## config.mk

```make
export PLATFORM = sky130hd
export DESIGN_NAME = fetch_stage_mt
export DESIGN_NICKNAME = d
export VERILOG_FILES = /design/src/rtl/arya_fetch_pkg.sv /design/src/rtl/fetch_stage_mt_arb.sv /design/src/rtl/fetch_stage_mt.sv
export SDC_FILE = /design/constraint.sdc
export NUM_CORES = 1
export LEC_CHECK = 0
export CORE_UTILIZATION = 45
export DETAILED_ROUTE_END_ITERATION = 8
export PLACE_DENSITY = 0.78
export SYNTH_ARGS = -nofsm -noshare
export SYNTH_HDL_FRONTEND = slang
export SYNTH_SLANG_ARGS = --single-unit
```

## constraint.sdc

```tcl
create_clock -name clk -period 3.7 [get_ports clk]
set_clock_uncertainty 0.1 [all_clocks]
set_input_delay 0.74 -clock clk [delete_from_list [all_inputs] [get_ports clk]]
set_output_delay 0.74 -clock clk [all_outputs]
set_load 0.05 [all_outputs]
```

## src/rtl/arya_fetch_pkg.sv

```systemverilog
// Shared types and helpers for the Arya multithreaded fetch stage.
package arya_fetch_pkg;

    localparam int TAG_TID_W = 4;
    localparam int TAG_PC_W  = 32;

    typedef struct packed {
        logic                 valid;
        logic [TAG_TID_W-1:0] tid;
        logic [TAG_PC_W-1:0]  pc;
    } fetch_tag_t;

    function automatic int calc_tw(input int num_threads);
        return (num_threads <= 2) ? 1 : $clog2(num_threads);
    endfunction

    // Each thread starts at the base of its own equal slice of the PC space.
    function automatic logic [TAG_PC_W-1:0] reset_pc(input int tid, input int pc_w, input int tw);
        logic [TAG_PC_W-1:0] v;
        v = TAG_PC_W'(tid) << (pc_w - tw);
        return v;
    endfunction

endpackage

```

## src/rtl/fetch_stage_mt_arb.sv

```systemverilog
// Round-robin selector: first active thread at or after the pointer.
module fetch_rr_arbiter
    import arya_fetch_pkg::*;
#(
    parameter  int NUM_THREADS = 4,
    localparam int TW          = calc_tw(NUM_THREADS)
) (
    input  logic [TW-1:0]          ptr,
    input  logic [NUM_THREADS-1:0] mask,
    input  logic                   hold,
    output logic [TW-1:0]          sel,
    output logic                   any_active,
    output logic [TW-1:0]          next_ptr
);

    logic [TW-1:0] idx;

    // Scan from the farthest offset down so the nearest active thread wins.
    always_comb begin
        sel        = ptr;
        any_active = 1'b0;
        idx        = '0;
        for (int i = NUM_THREADS - 1; i >= 0; i--) begin
            idx = TW'((int'(ptr) + i) % NUM_THREADS);
            if (mask[idx]) begin
                sel        = idx;
                any_active = 1'b1;
            end
        end
    end

    assign next_ptr = hold ? ptr : TW'((int'(sel) + 1) % NUM_THREADS);

endmodule

```

## src/rtl/fetch_stage_mt.sv

```systemverilog
// Multithreaded round-robin fetch stage with skid buffer, redirect squash and debug port sharing.
// Optional build macro ARYA_THREAD_MASK_EN adds the thread_active input.
module fetch_stage_mt
    import arya_fetch_pkg::*;
#(
    parameter  int INST_ADDR_WIDTH = 9,
    parameter  int MEM_ADDR_WIDTH  = 10,
    parameter  int DATAPATH_WIDTH  = 64,
    parameter  int NUM_THREADS     = 4,
    localparam int TW              = calc_tw(NUM_THREADS)
) (
    input  logic                       clk,
    input  logic                       reset,
    input  logic                       en,
    input  logic                       stall,
`ifdef ARYA_THREAD_MASK_EN
    input  logic [NUM_THREADS-1:0]     thread_active,
`endif
    input  logic                       redirect_valid,
    input  logic [TW-1:0]              redirect_tid,
    input  logic [INST_ADDR_WIDTH-1:0] redirect_pc,
    input  logic                       dbg_req,
    input  logic                       dbg_we,
    input  logic [MEM_ADDR_WIDTH-1:0]  dbg_addr,
    input  logic [DATAPATH_WIDTH-1:0]  dbg_wdata,
    output logic [DATAPATH_WIDTH-1:0]  dbg_rdata,
    output logic                       dbg_rvalid,
    output logic [MEM_ADDR_WIDTH-1:0]  mem_addr,
    output logic                       mem_we,
    output logic [DATAPATH_WIDTH-1:0]  mem_din,
    input  logic [DATAPATH_WIDTH-1:0]  mem_dout,
    output logic                       inst_valid,
    output logic [DATAPATH_WIDTH-1:0]  inst_out,
    output logic [INST_ADDR_WIDTH-1:0] inst_pc,
    output logic [TW-1:0]              inst_tid
);

    logic [INST_ADDR_WIDTH-1:0] pc_q [NUM_THREADS];
    logic [TW-1:0]              rr_ptr, sel, next_ptr;
    logic [NUM_THREADS-1:0]     active_mask;
    logic                       any_active, issue_ok, redir_hit, issue, hold_ptr;
    fetch_tag_t                 fl_tag_p1, skid_tag_p1;
    logic [DATAPATH_WIDTH-1:0]  skid_data_p1;
    logic                       fl_live, skid_live;
    logic                       unused_tag_bits;

`ifdef ARYA_THREAD_MASK_EN
    assign active_mask = thread_active;
`else
    assign active_mask = '1;
`endif

    fetch_rr_arbiter #(.NUM_THREADS(NUM_THREADS)) u_arb (
        .ptr        (rr_ptr),
        .mask       (active_mask),
        .hold       (hold_ptr),
        .sel        (sel),
        .any_active (any_active),
        .next_ptr   (next_ptr)
    );

    // Stage p0: issue decision and port A mux
    assign fl_live   = fl_tag_p1.valid &
                       ~(redirect_valid & (fl_tag_p1.tid == TAG_TID_W'(redirect_tid)));
    assign skid_live = skid_tag_p1.valid &
                       ~(redirect_valid & (skid_tag_p1.tid == TAG_TID_W'(redirect_tid)));
    assign issue_ok  = en & ~stall & ~dbg_req & ~skid_tag_p1.valid & any_active;
    assign redir_hit = redirect_valid & (redirect_tid == sel);
    assign issue     = issue_ok & ~redir_hit;
    assign hold_ptr  = ~issue;

    assign mem_addr  = dbg_req ? dbg_addr : MEM_ADDR_WIDTH'(pc_q[sel]);
    assign mem_we    = dbg_req & dbg_we;
    assign mem_din   = dbg_req ? dbg_wdata : '0;
    assign dbg_rdata = mem_dout;

    assign unused_tag_bits = ^{fl_tag_p1, skid_tag_p1};

    // Stage p1 (in-flight tag, skid) and p2 (output regs)
    always_ff @(posedge clk or negedge reset) begin
        if (!reset) begin
            for (int t = 0; t < NUM_THREADS; t++)
                pc_q[t] <= INST_ADDR_WIDTH'(reset_pc(t, INST_ADDR_WIDTH, TW));
            rr_ptr      <= '0;
            fl_tag_p1   <= '0;
            skid_tag_p1 <= '0;
            dbg_rvalid  <= 1'b0;
            inst_valid  <= 1'b0;
            inst_out    <= '0;
            inst_pc     <= '0;
            inst_tid    <= '0;
        end else begin
            dbg_rvalid <= dbg_req & ~dbg_we;
            rr_ptr     <= next_ptr;
            // Redirects are honoured even while en is low so none is ever lost.
            for (int t = 0; t < NUM_THREADS; t++) begin
                if (redirect_valid && redirect_tid == TW'(t))
                    pc_q[t] <= redirect_pc;
                else if (issue && sel == TW'(t))
                    pc_q[t] <= pc_q[t] + 1'b1;
            end

            fl_tag_p1.valid <= issue;
            fl_tag_p1.tid   <= TAG_TID_W'(sel);
            fl_tag_p1.pc    <= TAG_PC_W'(pc_q[sel]);

            skid_tag_p1.valid <= skid_live;
            if (en && skid_live) begin
                if (!stall) begin
                    skid_tag_p1.valid <= 1'b0;
                    inst_valid        <= 1'b1;
                    inst_out          <= skid_data_p1;
                    inst_pc           <= skid_tag_p1.pc[INST_ADDR_WIDTH-1:0];
                    inst_tid          <= skid_tag_p1.tid[TW-1:0];
                end
            end else if (fl_live) begin
                if (stall) begin
                    skid_tag_p1 <= fl_tag_p1;
                end else begin
                    inst_valid <= 1'b1;
                    inst_out   <= mem_dout;
                    inst_pc    <= fl_tag_p1.pc[INST_ADDR_WIDTH-1:0];
                    inst_tid   <= fl_tag_p1.tid[TW-1:0];
                end
            end else if (en && !stall) begin
                inst_valid <= 1'b0;
            end
        end
    end

    always_ff @(posedge clk) begin
        if (fl_live && stall)
            skid_data_p1 <= mem_dout;
    end

endmodule

```

After elaboration in Yosys (flattened, before gate mapping)
Index checks and enable logic that the tools add are counted.
Cells by class
  mux-type cells: 49
  reduce and logical (&&, ||, !) cells: 22
  eq/ne operators: 11
  bitwise operators: 21
  $lt $le $gt $ge: 5
  add/sub/neg operators: 8
Operators by type and width (number)
  two-way mux 64 bit: 5
  two-way mux 9 bit: 14
  two-way mux 37 bit: 2
  adder 9 x 1 -> 9 bit, second input constant: 4
  binary-select mux 9 bit (select 2 bit): 1
  two-way mux 2 bit: 8
  two-way mux 1 bit: 14
  AND 1 bit: 12
  < comparator 2 x 3 -> 1 bit, second input constant: 4
  logical AND 1 bit: 11
  two-way mux 10 bit: 1
  nonzero test 2 bit: 5
  binary-select mux 1 bit (select 2 bit): 4
  == test 2 bit, second input constant: 4
  inverter 1 bit: 8
  == test 2 bit: 3
  AND reduction 3 bit: 2
  adder 2 x 1 -> 2 bit, second input constant: 2
  adder 2 bit, second input constant: 2
  == test 2 x 1 -> 1 bit, second input constant: 2
  logical NOT 2 bit: 2
  != test 2 bit, second input constant: 2
  >= comparator 3 bit, second input constant: 1
  inverter 2 -> 3 bit: 1
  2 further kinds: 2
Storage, ports and cells
  bits of input ports: 156
  word-level logic and storage cells: 133
  output and inout bits: 216
  bits in registers: 203

Depth between registers and ports, before layout
Gate-level depths: netlist (run 1).
  depth in word-level cells: 14
  depth in mapped cells: 8
  depth with buffers taken out: 7

Cells and area by module
A second synthesis (run 1) with hierarchy kept.
Unflattened totals
  cells, all modules: 974
  area, all modules: 10079.7 um^2
By module, submodules not included
  fetch_stage_mt: instances 1, sequential area each 5405.2 um^2, cells each 949, area each 9920.8 um^2
  fetch_rr_arbiter: instances 1, sequential area each 0.0 um^2, cells each 25, area each 158.9 um^2

Worst setup path before layout (run 1)
Ideal clock, no wire load.
  path kind: input to register
  from: input redirect_tid[0]
  to: register skid_tag_p1[0] (netlist name)
  path slack: -0.056 ns
  library setup time: 0.125 ns
  buffers on the path: 2
  stages: 7
  required time: 3.475 ns
  arrival: 3.532 ns
  cell sequence: buf_2 > xnor2_1 > a31oi_1 > and2_1 > nand2_1 > buf_2 > mux2_2
Between the ends
  word-level cells in the longest chain between the ends: 7
  elaborated cells on any way between the ends: 11
  classes of those cells: 2 x eq/ne; 7 x bitwise; 2 x reduce/logical
Ends and longest elaborated chain
  from (decl): RTL line fetch_stage_mt.sv:20  | input logic [TW-1:0] redirect_tid,
  == test 2 bit: RTL line fetch_stage_mt.sv:66  | ~(redirect_valid & (skid_tag_p1.tid == TAG_TID_W'(redirect_tid)));
  AND 1 bit: RTL line fetch_stage_mt.sv:66
  inverter 1 bit: RTL line fetch_stage_mt.sv:66
  AND 1 bit: RTL line fetch_stage_mt.sv:65  | assign skid_live = skid_tag_p1.valid &
  logical AND 1 bit: RTL line fetch_stage_mt.sv:108  | if (en && skid_live) begin
  inverter 1 bit (no source line)
  AND reduction 3 bit (no source line) (*)
  to (signal assigned): RTL line fetch_stage_mt.sv:118  | skid_tag_p1 <= fl_tag_p1;
  to (decl): RTL line fetch_stage_mt.sv:42  | fetch_tag_t fl_tag_p1, skid_tag_p1;
Every way passes the cells marked *; elsewhere a longest branch is shown, timed or not.
A chain may end at the register's enable or synchronous reset.

Worst setup path in the final report (run 1)
  from: register rr_ptr[1]
  to: output mem_addr[6]
Between the ends
  word-level cells in the longest chain between the ends: 12
  elaborated cells on any way between the ends: 20
  classes of those cells: 3 x add/sub; 16 x mux; 1 x bitwise
Ends and longest elaborated chain
  from (decl): RTL line fetch_stage_mt.sv:39  | logic [TW-1:0] rr_ptr, sel, next_ptr;
  from (signal assigned): RTL line fetch_stage_mt.sv:94  | rr_ptr <= next_ptr;
  adder 2 bit: RTL line fetch_stage_mt_arb.sv:24  | idx = TW'((int'(ptr) + i) % NUM_THREADS);
  binary-select mux 1 bit (select 2 bit): RTL line fetch_stage_mt_arb.sv:25  | if (mask[idx]) begin
  two-way mux 1 bit (implied by the code): RTL line fetch_stage_mt_arb.sv:25
  two-way mux 2 bit (3 in a row): RTL line fetch_stage_mt_arb.sv:25
  two-way mux 2 bit (*): RTL line fetch_stage_mt_arb.sv:25
  inverter 2 -> 3 bit (implied by the code) (*): RTL line fetch_stage_mt.sv:72  | assign mem_addr = dbg_req ? dbg_addr : MEM_ADDR_WIDTH'(pc_q[sel]);
  binary-select mux 9 bit (select 2 bit) (*): RTL line fetch_stage_mt.sv:72
  two-way mux 9 bit (implied by the code) (*) (2 in a row): RTL line fetch_stage_mt.sv:72
  two-way mux 10 bit (*): RTL line fetch_stage_mt.sv:72
  to (decl): RTL line fetch_stage_mt.sv:28  | output logic [MEM_ADDR_WIDTH-1:0] mem_addr,
Every way passes the cells marked *; elsewhere a longest branch is shown, timed or not. The select of a mux whose other input is x is not followed.

==> run metrics, run 1 <==
status=finished, final reports clean; ratio of final minimum period to clock period=96.3%; chip height=149 um; Mapped Nets=1017; final slew viol count=0; Syn Area/Cell=11.4 um2; Max-Cap Viols=0; Synth warnings=0; initial antenna violation count=10; first-pass GRT wire length=46500 um; Register-to-Register Path Depth=5; count leader, synth=o21ai_0; CP Max Fanout=14; critical path endpoint category=output pin; Longest Clk Path Bufs=3; Seq/Total Area, Yosys=55.8%; most frequent cells after synthesis=o21ai_0 (161), dfrtp_1 (135), a2bb2oi_1 (75), and2_1 (71), buf_4 (70); clock latency on the worst-skew pair=0.51 ns; layout cells sized above 1=10.3%; Post-CTS Hold Fix Bufs=0; Synth Instances=853; root buffer cell=clkbuf_16; die width=149 um; via density per instance=5.59; CP max stage cell=dfrtp_1; CTS tree=yes; CP Class=register to output pin; combined area of all synthesized cells=9690 um2; HP Class=input port to asynchronous set/reset pin; Layout area overhead=43.7%; Synth top area share=34.9%; Final Hold Fails=0; Post-synth EDFFs=64; initial core utilization=45.9%; core footprint=21100 um2; CTS clk-pin slew, worst paths=0.07 ns; GRT Util Overall=27.7%; post-CTS setup buffers=0; Top FF cell, synth=dfrtp_1; largest net degree at the start of global routing=79; # nets final=1305; Leak=5.37 nW; Worst Max-Slew Pin Slew=0.728 ns; ANT nets after route=0; Worst setup SP type=register; filler cell count in the final layout=1600; Rows=53; number of remaining DRC errors=0; CTS Sinks=203; WP data arrival=2.72 ns; Slew HR=51.4%; peak per-stage delay on the critical path=0.74 ns; Post-Place Setup Slack=0.324 ns; pwr dens=773 nW/um2; H-tree depth=1; Initial DRC Count=625; largest cells by area after synthesis=dfrtp_1 (35%), edfxtp_1 (20%), o21ai_0 (8.3%), a2bb2oi_1 (6.8%), buf_4 (5.4%); fin crit period=3.56 ns; CTS resizes=1; Synth cell types=35; Port Buffer Count=371; worst path cell trace=mux4_2 > mux2_2 > clkdlybuf4s50_1; #FFs+latches synth=203; GRT overflow=0; RSZ-0062 raised after global routing=false; setup ws final=0.138 ns; Synth area leader=dfrtp_1; TNS Setup=0 ns; Routed WL=31500 um; Critical Path RT=2.86 ns; Final Setup Violations=0; DIE AREA=22100 um2; number of global-route vias before repair=7648; fmax=281 MHz; gpl congestion=0.882; Vias=8055; clock buffer count from CTS=23; num ports=372; Max VDD drop=0.000349 V; drt pass-1 iters=7; Final HPWL DP=22500 um; asr flop ratio synth=68.5%; WL per Instance=21.9 um
==> critical path: cells and delay by family, from the launching register on <==
family	cells	cell delay [ns]
DFF	1	0.74
muxes	2	0.78
buffers and inverters	1	0.69
==> layout make-up <==
class | instances | area, um2 | area share, %
well taps | 275 | 344 | 2.47
clock buffers | 34 | 657 | 4.72
diodes | 9 | 22.5 | 0.162
clock inverters | 8 | 81.3 | 0.584
flip-flops and latches | 203 | 5410 | 38.9
inverters | 4 | 15.0 | 0.108
repair buffers | 390 | 3860 | 27.7
multi-input cells | 519 | 3530 | 25.4
==> state kept, by name (all words and copies together), names as in the netlist <==
| name | count |
|---|---|
| rr_ptr | 2 |
| inst_valid | 1 |
| skid_data_p1 | 64 |
| skid_tag_p1 | 12 |
| inst_pc | 9 |
| inst_tid | 2 |
| dbg_rvalid | 1 |
| pc_q | 36 |
| fl_tag_p1 | 12 |
| inst_out | 64 |
==> per-stage QoR <==
step	power, mW	instance area, um2	hold slack (ns)	std cells	util [%]
global placement	8.43	13200	0.382	1391	62.4
CTS	10.8	13900	0.188	1433	65.9
global route	11.2	13900	0.216	1442	66.0
floorplan	6.72	9690	0.335	853	-
detailed placement	8.54	13200	0.388	1391	62.4
finish	10.8	13900	0.157	1442	66.0
==> kinds of logic (layout without fill, tap and decap cells) <==
| logic type | after synthesis | in the layout | synth area share (%) |
|---|---|---|---|
| AO/OA/AOI/OAI | 270 | 270 | 17.1 |
| flip-flops | 203 | 203 | 55.8 |
| AND/OR/NAND/NOR | 169 | 169 | 9.71 |
| buffers and inverters | 131 | 436 | 7.94 |
| XOR/XNOR | 38 | 38 | 3.44 |
| multiplexers | 34 | 34 | 4.95 |
| adder cells (fa/ha/maj) | 8 | 8 | 1.03 |
| other | 0 | 9 | 0 |
==> worst paths after layout <==
path	from	endpoint	slack, ns
max	rr_ptr[1]	mem_addr[6]	0.14
min	reset	pc_q[6]	0.16
max reg2reg	rr_ptr[1]	pc_q[17]	1.34
min reg2reg	skid_tag_p1[6]	skid_tag_p1[6]	0.40
max in group asynchronous	reset	pc_q[11]	2.55
min in group clk	skid_tag_p1[6]	skid_tag_p1[6]	0.40
==> routing by layer <==
metal  up-vias  track usage (%)  part of all wire [%]
met5         -                0                 0.041
met4         2             10.8                   3.5
met3        59             4.33                   7.3
met2       373             43.6                    48
met1      4024             38.5                    41
li1       3597                -                     -
==> where the power goes <==
part	switching (mW)	internal, mW	leakage (nW)
Sequential	0.573	3.03	2.22
Clock	0.918	1.31	0.368
Combinational	3.06	1.87	2.78
==> cell usage in the layout (no fill, tap or decap), types with 2 or more instances in the layout <==
| cell type | Yosys | routed |
|---|---|---|
| edfxtp_1 | 64 | 64 |
| a21oi_1 | 27 | 26 |
| nand4_1 | 10 | 10 |
| buf_12 | 0 | 5 |
| and4_1 | 2 | 2 |
| xnor2_1 | 11 | 11 |
| a2bb2oi_1 | 75 | 75 |
| mux4_2 | 9 | 9 |
| clkbuf_8 | 0 | 4 |
| o21ai_0 | 161 | 161 |
| clkinv_2 | 0 | 5 |
| and2_1 | 71 | 69 |
| nand3b_1 | 2 | 2 |
| a31oi_1 | 4 | 4 |
| dfrtp_1 | 135 | 134 |
| mux2_2 | 21 | 21 |
| nor2b_1 | 2 | 2 |
| and3_1 | 15 | 15 |
| clkbuf_16 | 0 | 23 |
| nand2_1 | 19 | 18 |
| xor2_1 | 27 | 27 |
| clkdlybuf4s50_1 | 0 | 349 |
| inv_1 | 4 | 4 |
| buf_2 | 12 | 2 |
| nand3_1 | 16 | 16 |
| clkbuf_1 | 43 | 7 |
| ha_1 | 8 | 8 |
| buf_4 | 70 | 33 |
| dfstp_2 | 4 | 4 |
| mux2i_1 | 4 | 4 |
| diode_2 | 0 | 9 |
| nor2_1 | 27 | 27 |
Note: power is estimated with default switching activity, not from simulation.
==> run 2: changes to the inputs <==
- SLEW_MARGIN: not set -> 20
==> results of run 2 <==
Same layout as run 1: the final DEF is identical, and so are final timing and power.
